**src/rtl/fp32_pkg.sv**
```systemverilog
// Shared binary32 constants, operand view, divider states and flag positions.
// Rounding mode is selected by FP32_DIV_ROUND_EN (defined: nearest-even, else truncate).
package fp32_pkg;

    localparam int EXP_W = 8;
    localparam int MAN_W = 23;
    localparam int BIAS  = 127;

    localparam logic [31:0] QNAN = 32'h7FC00000;
    localparam logic [31:0] INF  = 32'h7F800000;

    typedef struct packed {
        logic             sign;
        logic [EXP_W-1:0] exp;
        logic [MAN_W-1:0] man;
    } fp32_t;

    typedef enum logic [1:0] {
        IDLE = 2'd0,
        DIV  = 2'd1,
        NORM = 2'd2,
        DONE = 2'd3
    } div_state_t;

    localparam int FLAG_INVALID     = 3;
    localparam int FLAG_DIV_BY_ZERO = 2;
    localparam int FLAG_OVERFLOW    = 1;
    localparam int FLAG_UNDERFLOW   = 0;

endpackage

```
**src/rtl/fp32_div_round.sv**
```systemverilog
// Combinational normalize/round/pack stage for the raw divider quotient.
// FP32_DIV_ROUND_EN selects round-to-nearest-even; otherwise the quotient is truncated.
module fp32_div_round
    import fp32_pkg::*;
(
    input  logic              sign,
    input  logic signed [9:0] exp_in,
    input  logic [25:0]       quo,
    input  logic              rem_nz,
    output logic [31:0]       result,
    output logic [3:0]        flags
);

    logic [23:0]       mant;
    logic              guard;
    logic              sticky;
    logic signed [9:0] exp_adj;
    logic              round_up;
    logic [24:0]       sum;
    logic signed [9:0] exp_r;
    logic              unused_bits;

    // A quotient below 1.0 needs one extra bit of left shift and one less exponent.
    always_comb begin
        mant    = quo[25:2];
        guard   = quo[1];
        sticky  = quo[0] | rem_nz;
        exp_adj = exp_in;
        if (!quo[25]) begin
            mant    = quo[24:1];
            guard   = quo[0];
            sticky  = rem_nz;
            exp_adj = exp_in - 10'sd1;
        end
    end

`ifdef FP32_DIV_ROUND_EN
    assign round_up    = guard && (sticky || mant[0]);
    assign unused_bits = sum[23];
`else
    assign round_up    = 1'b0;
    assign unused_bits = ^{sum[23], guard, sticky};
`endif

    assign sum = {1'b0, mant} + {24'd0, round_up};

    // A carry out of the mantissa leaves the fraction at zero and bumps the exponent.
    always_comb begin
        exp_r  = exp_adj + {9'd0, sum[24]};
        result = {sign, exp_r[7:0], sum[22:0]};
        flags  = '0;
        if (exp_r >= 10'sd255) begin
            result                = INF | {sign, 31'd0};
            flags[FLAG_OVERFLOW]  = 1'b1;
        end else if (exp_r <= 10'sd0) begin
            result                = {sign, 31'd0};
            flags[FLAG_UNDERFLOW] = 1'b1;
        end
    end

endmodule

```
**src/rtl/fp32_divider.sv**
```systemverilog
// Sequential binary32 divider: restoring radix-2 mantissa division, one op in flight.
// Define FP32_DIV_ROUND_EN for round-to-nearest-even; default build truncates.
module fp32_divider
    import fp32_pkg::*;
(
    input  logic        clk,
    input  logic        rst,
    input  logic        in_valid,
    output logic        in_ready,
    input  logic [31:0] a,
    input  logic [31:0] b,
    output logic        out_valid,
    input  logic        out_ready,
    output logic [31:0] result,
    output logic [3:0]  flags
);

    div_state_t        state, state_n;
    fp32_t             ua, ub;
    logic              a_zero, a_inf, a_nan, b_zero, b_inf, b_nan;
    logic              sign;
    logic              accept;
    logic              spec_hit;
    logic [31:0]       spec_result;
    logic [3:0]        spec_flags;
    logic signed [9:0] exp_calc;

    logic              sign_q;
    logic signed [9:0] exp_q;
    logic [24:0]       rem_q;
    logic [23:0]       mb_q;
    logic [25:0]       quo_q;
    logic [4:0]        cnt_q;
    logic [31:0]       result_q;
    logic [3:0]        flags_q;

    logic              q_bit;
    logic [24:0]       diff;
    logic [31:0]       rnd_result;
    logic [3:0]        rnd_flags;

    assign ua       = a;
    assign ub       = b;
    assign sign     = ua.sign ^ ub.sign;
    assign in_ready = (state == IDLE) && !rst;
    assign accept   = in_valid && in_ready;

    assign a_zero = (ua.exp == 8'd0);
    assign b_zero = (ub.exp == 8'd0);
    assign a_inf  = (ua.exp == 8'hFF) && (ua.man == '0);
    assign b_inf  = (ub.exp == 8'hFF) && (ub.man == '0);
    assign a_nan  = (ua.exp == 8'hFF) && (ua.man != '0);
    assign b_nan  = (ub.exp == 8'hFF) && (ub.man != '0);

    assign exp_calc = {2'b00, ua.exp} - {2'b00, ub.exp} + 10'(BIAS);

    // Zero, infinity and NaN operands bypass the divider and finish straight from IDLE.
    always_comb begin
        spec_hit    = 1'b1;
        spec_result = {sign, 31'd0};
        spec_flags  = '0;
        if (a_nan || b_nan || (a_zero && b_zero) || (a_inf && b_inf)) begin
            spec_result                = QNAN;
            spec_flags[FLAG_INVALID]   = 1'b1;
        end else if (b_zero && !a_inf) begin
            spec_result                  = INF | {sign, 31'd0};
            spec_flags[FLAG_DIV_BY_ZERO] = 1'b1;
        end else if (a_inf) begin
            spec_result = INF | {sign, 31'd0};
        end else if (a_zero || b_inf) begin
            spec_result = {sign, 31'd0};
        end else begin
            spec_hit = 1'b0;
        end
    end

    always_comb begin
        state_n = state;
        case (state)
            IDLE: if (accept) state_n = spec_hit ? DONE : DIV;
            DIV:  if (cnt_q == 5'd0) state_n = NORM;
            NORM: state_n = DONE;
            DONE: if (out_ready) state_n = IDLE;
            default: state_n = IDLE;
        endcase
    end

    always_ff @(posedge clk) begin
        if (rst) state <= IDLE;
        else     state <= state_n;
    end

    assign q_bit = (rem_q >= {1'b0, mb_q});
    assign diff  = q_bit ? (rem_q - {1'b0, mb_q}) : rem_q;

    always_ff @(posedge clk) begin
        if (rst) begin
            sign_q   <= 1'b0;
            exp_q    <= '0;
            rem_q    <= '0;
            mb_q     <= '0;
            quo_q    <= '0;
            cnt_q    <= '0;
            result_q <= '0;
            flags_q  <= '0;
        end else begin
            case (state)
                IDLE: if (accept) begin
                    sign_q <= sign;
                    exp_q  <= exp_calc;
                    rem_q  <= {2'b01, ua.man};
                    mb_q   <= {1'b1, ub.man};
                    quo_q  <= '0;
                    cnt_q  <= 5'd25;
                    if (spec_hit) begin
                        result_q <= spec_result;
                        flags_q  <= spec_flags;
                    end
                end
                DIV: begin
                    rem_q <= diff << 1;
                    quo_q <= {quo_q[24:0], q_bit};
                    cnt_q <= cnt_q - 5'd1;
                end
                NORM: begin
                    result_q <= rnd_result;
                    flags_q  <= rnd_flags;
                end
                default: ;
            endcase
        end
    end

    fp32_div_round u_round (
        .sign   (sign_q),
        .exp_in (exp_q),
        .quo    (quo_q),
        .rem_nz (rem_q != '0),
        .result (rnd_result),
        .flags  (rnd_flags)
    );

    assign out_valid = (state == DONE);
    assign result    = result_q;
    assign flags     = flags_q;

endmodule

```
**config.mk**
```make
export PLATFORM = sky130hd
export DESIGN_NAME = fp32_divider
export DESIGN_NICKNAME = d
export VERILOG_FILES = /design/src/rtl/fp32_pkg.sv /design/src/rtl/fp32_div_round.sv /design/src/rtl/fp32_divider.sv
export SDC_FILE = /design/constraint.sdc
export NUM_CORES = 1
export LEC_CHECK = 0
export CORE_MARGIN = 4
export CORE_UTILIZATION = 51
export DETAILED_ROUTE_END_ITERATION = 8
export PLACE_DENSITY = 0.78
export SYNTH_ARGS = -nofsm -noshare
export SYNTH_HDL_FRONTEND = slang
export SYNTH_HIERARCHICAL = 1
export SYNTH_SLANG_ARGS = --single-unit
```
**constraint.sdc**
```tcl
create_clock -name clk -period 2.88 [get_ports clk]
set_input_delay 0.864 -clock clk [delete_from_list [all_inputs] [get_ports clk]]
set_output_delay 0.864 -clock clk [all_outputs]
set_load 0.05 [all_outputs]
```
Word-level counts from Yosys, hierarchy flattened

Cells that the tools add are included.

$add $sub $neg: 5
Magnitude comparators: 3
Equality and inequality tests: 9
Mux-type cells: 35
Bitwise logic cells: 1
Reduce and logical (&&, ||, !) cells: 29

Operators with widths:

| operator                                             | number |
|---|---|
| 2-to-1 mux 31 bit                                    | 4 |
| 2-to-1 mux 32 bit                                    | 3 |
| case mux 32 bit (2 select lines)                     | 1 |
| case mux 26 bit (2 select lines)                     | 1 |
| case mux 25 bit (2 select lines)                     | 1 |
| zero test 23 bit                                     | 2 |
| nonzero test 23 bit                                  | 2 |
| 2-to-1 mux 26 bit                                    | 1 |
| >= comparator 25 x 24 -> 1 bit                       | 1 |
| 2-to-1 mux 25 bit                                    | 1 |
| 2-to-1 mux 24 bit                                    | 1 |
| subtractor 24 bit                                    | 1 |
| 2-to-1 mux 23 bit                                    | 1 |
| equality test 8 bit, second input constant           | 2 |
| zero test 8 bit                                      | 2 |
| adder 9 x 8 -> 10 bit, second input constant         | 1 |
| >= comparator 10 x 9 -> 1 bit, second input constant | 1 |
| <= comparator 10 x 1 -> 1 bit, second input constant | 1 |
| 2-to-1 mux 1 bit                                     | 10 |
| 2-to-1 mux 10 bit                                    | 1 |
| case mux 5 bit (2 select lines)                      | 1 |
| subtractor 10 x 2 -> 10 bit, second input constant   | 1 |
| logical AND 1 bit                                    | 9 |
| subtractor 8 x 8 -> 9 bit                            | 1 |
| 18 further kinds                                     | 32 |

Flip-flop bits (word level): 129
Input port bits: 68
Output and inout port bits: 38
Word-level logic and storage cells: 91

Depth between registers and ports, before layout

Depth in word-level cells: 10
Mapped depth: 13
Gate-level depth less buffers: 13

Hierarchy

The synthesis kept the hierarchy.

By module, submodules not included:

| module         | instances | cells each | area each (um^2) | seq. area each (um^2) |
|---|---|---|---|---|
| fp32_divider   | 1         | 840        | 6931.6           | 2582.5 |
| fp32_div_round | 1         | 124        | 1047.3           | 0.0 |

Worst setup path after synthesis

OpenSTA, ideal clock, no wires.

Path kind: in2reg
Start point: input b[24]
End point: register exp_q[8]
Setup time: 74 ps
Arrival: 2883 ps
Data required time: 2806 ps
Setup slack: -77 ps
Cell stages on the path: 11
Buffers on the path: 0
Path through: inv_1 -> ha_1 -> nor2b_1 -> o31ai_1 -> a21boi_1 -> o31ai_1 -> nand3b_1 -> or4_1 -> o21ai_0 -> o21bai_1 -> a31oi_1

Word-level cells in the longest chain between the ends: 2

Ends and longest elaborated chain:

| element                   | RTL line            | text |
|---|---|---|
| start, declared           | fp32_divider.sv:11  | `input logic [31:0] b,` |
| subtractor 8 x 8 -> 9 bit | fp32_divider.sv:55  | `assign exp_calc = {2'b00, ua.exp} - {2'b00, ub.exp} + 10'(BIAS);` |
| adder 9 x 8 -> 10 bit     | fp32_divider.sv:55  |  |
| end signal, assigned      | fp32_divider.sv:110 | `exp_q <= exp_calc;` |
| end, declared             | fp32_divider.sv:29  | `logic signed [9:0] exp_q;` |

No other way between the ends.
A chain may end at the register's enable or synchronous reset.

Final worst setup path

Start point: input a[24]
End point: register exp_q[8]

Word-level cells in the longest chain between the ends: 2

Ends and longest elaborated chain:

| element                   | RTL line           | text |
|---|---|---|
| start, declared           | fp32_divider.sv:10 | `input logic [31:0] a,` |
| subtractor 8 x 8 -> 9 bit | fp32_divider.sv:55 |  |
| adder 9 x 8 -> 10 bit     | fp32_divider.sv:55 |  |

No other way between the ends.

==> results.toml <==
[cts]
cts.sinks = 129
cts_hold_buf = 0
htreeDepth = 4
cts_tree = "yes"
clk_latency_ns = 0.42
cts_root_buf = "clkbuf_16"
clk_path_buf_depth = 2
numCtsBuffers = 17
path_clk_slew_ns = 0.06

[global_routing]
grt_max_degree = 59
grt_pass1_vias = 7148
grt_overflow = 0
grt_pass1_wl_um = 34500
gr-usage-all-layers_pct = 23.3
antenna_found_initial = 0

[logic_synthesis]
syn_area_um2 = 7930
synth_cells = 955
ys_warn_count = 6
avgSynthCellArea_um2 = 8.30

[floorplan]
rows = 45
die_h_um = 133
core_um2 = 15200
start_util_pct = 52.1
die-area_um2 = 17600
ios = 106
die_w_um = 133

[timing]
finalHoldViolations = 0
worst_pin_slew_ns = 0.570
finalSetupViolCount = 0
final.min_clock_period_ns = 2.78
relSlewSlack_pct = 62.0
skew_ns = 0.00975
finalCritPeriodShare_pct = 96.4
rsz0062_at_grt = "no"
max_freq_mhz = 360
maxSlewViolCount = 0

[cells_and_area]
final_nets = 1195
antenna_cells = 0
fin_util_pct = 67.8
syn_to_final_growth_pct = 30.1
fillers = 1239
drive_above_1_share_pct = 15.7

[power_and_ir_drop]
p_clk_share_pct = 21.4
power_mw = 10.3
power.leakage_nw = 3.90
switching_share_pct = 42.0
p_comb_share_pct = 56.5
vdd_drop_max_uv = 574
netSwitchingPower_mw = 4.32
power.density_nw_per_um2 = 999
p_int_mw = 5.98
seqPwrFrac_pct = 22.1

[flow_run]
maxCapViolCount = 0

[routing]
vias = 7673
avgViaCountPerCell = 5.98
ant_nets = 0
initialDrtViolationCount = 631
routedWlPerCell_um = 16.3
firstDrtPassIters = 7
route.detailed.drc = 0
wirelength_um = 20900

[worst_setup_path]
crit_cells = 13
timing.rr.end = "rem_q[23]"
critPathLaunchType = "primary input"
cpMaxStageDelayCell = "or4_1"
max_stage_delay_ns = 0.48
crit_top_cell = "buf_4"
cp-end-kind = "flop"
path_delay_family = "simple AND/OR/NAND/NOR gates"
regToRegSetupSlack_ns = 0.14
reg2reg_depth = 13
crit_required_ns = 3.22
crit_type = "primary input to flop"
worstSetupStartpoint = "a[24]"
crit_arrival_ns = 3.12
endpoint = "exp_q[8]"
crit_chain = "clkdlybuf4s15_1 > ha_4 > nor2b_4 > o31ai_4 > buf_4 > a21o_1 > o31ai_2 > buf_4 > nand3b_1 > or4_1 > o21ai_1 > o21bai_1 > a31oi_1"
worstPathMaxFanout = 3
crit_buf_inv = 3
r2r-start = "rem_q[0]"

[run_status]
status = "completed"

[placed_design]
gp_congestion = 0.866
port_buffers = 105
hpwl_um = 14700

[min_path]
hp-class = "flop to flop"
placed cells by master (no fill, tap or decap), drive strengths merged, types with 5 or more instances in the layout:
cell and count:
xnor2 20, a31oi 10, a21oi 72, nor4 40, or2 5, a211oi 11, ha 41, nor2 69
a22oi 46, dlymetal6s2s 5, nand3 39, inv 51, o21a 8, o31ai 28, nand2b 11, o22ai 15
nand2 87, and3 5, xor2 19, clkbuf 21, mux2i 39, nor3 16, clkdlybuf4s50 94, a21o 23
o21ai 34, nand4 11, a221oi 6, dfxtp 129, buf 73
final cells by class:
cell class / count / area (um2) / share of cell area, %
Multi-Input combinational cell: 710 / 5020 / 48.7
Sequential cell: 129 / 2580 / 25.1
Timing Repair Buffer: 176 / 1680 / 16.3
Clock buffer: 21 / 470 / 4.56
Tap cell: 188 / 235 / 2.28
Inverter: 51 / 191 / 1.86
Clock inverter: 9 / 133 / 1.29
worst min-delay path by stage:
stage,from,endpoint,slack (ns),depth (start not counted)
2_1_floorplan,mb_q[0],mb_q[0],0.44,2
3_3_place_gp,flags[1],flags[1],0.44,2
3_5_place_dp,result[13],result[13],0.44,2
4_1_cts,result[14],result[14],0.45,2
5_1_grt,result[14],result[14],0.47,2
6_report,result[14],result[14],0.45,2
worst register-to-register path, delay by kind of cell (launching register included):
| family | cells | cell delay, ns |
|---|---|---|
| buf+inv | 2 | 0.13 |
| xor+xnor | 1 | 0.24 |
| flops | 1 | 0.32 |
| compound gates | 8 | 1.36 |
| fa+ha+maj | 2 | 0.55 |
power groups by stage:
stage	logic [mW]	registers, mW	clock network [mW]
final	5.82	2.28	2.21
after global routing	6.34	2.31	2.32
after CTS	5.66	2.27	2.24
after detailed placement	5.57	2.30	0
after global placement	5.47	2.29	0
after floorplan	4.14	2.37	0
per-layer routing:
layer  GRT usage [%]  vias to the layer above  part of all wire, %  routed length, um
met1            29.9                     3632                   44               9140
met4            7.85                        0                  2.3                474
met5               0                        -                    0                  0
met3            4.75                       38                  5.3               1100
met2            39.3                      228                   49              10200
li1                -                     3775                    -                  -
stage by stage:
step	TNS, ns	setup slack, ns	instances	area (um2)	hold WS, ns
finish	0	0.102	1284	10300	0.447
global route	0	0.0000111	1284	10300	0.468
CTS	0	0.00447	1284	10200	0.451
detailed placement	-7.68	-0.682	1252	9510	0.444
global placement	-7.12	-0.535	1252	9510	0.437
floorplan	-0.0111	-0.0111	956	7940	0.440
sequential cells by signal (all words and copies together), names as in the netlist:
register,cells
sign_q,1
result,32
flags,4
cnt_q,5
exp_q,10
rem_q,25
mb_q,24
quo_q,26
state,2
what timing repair did:
action,CTS,global route
buffers inserted,2,0
gates resized for setup,17,30
pin swaps,4,10
setup endpoints to repair,4,27
No activity file was read; power rests on OpenSTA's default activity.
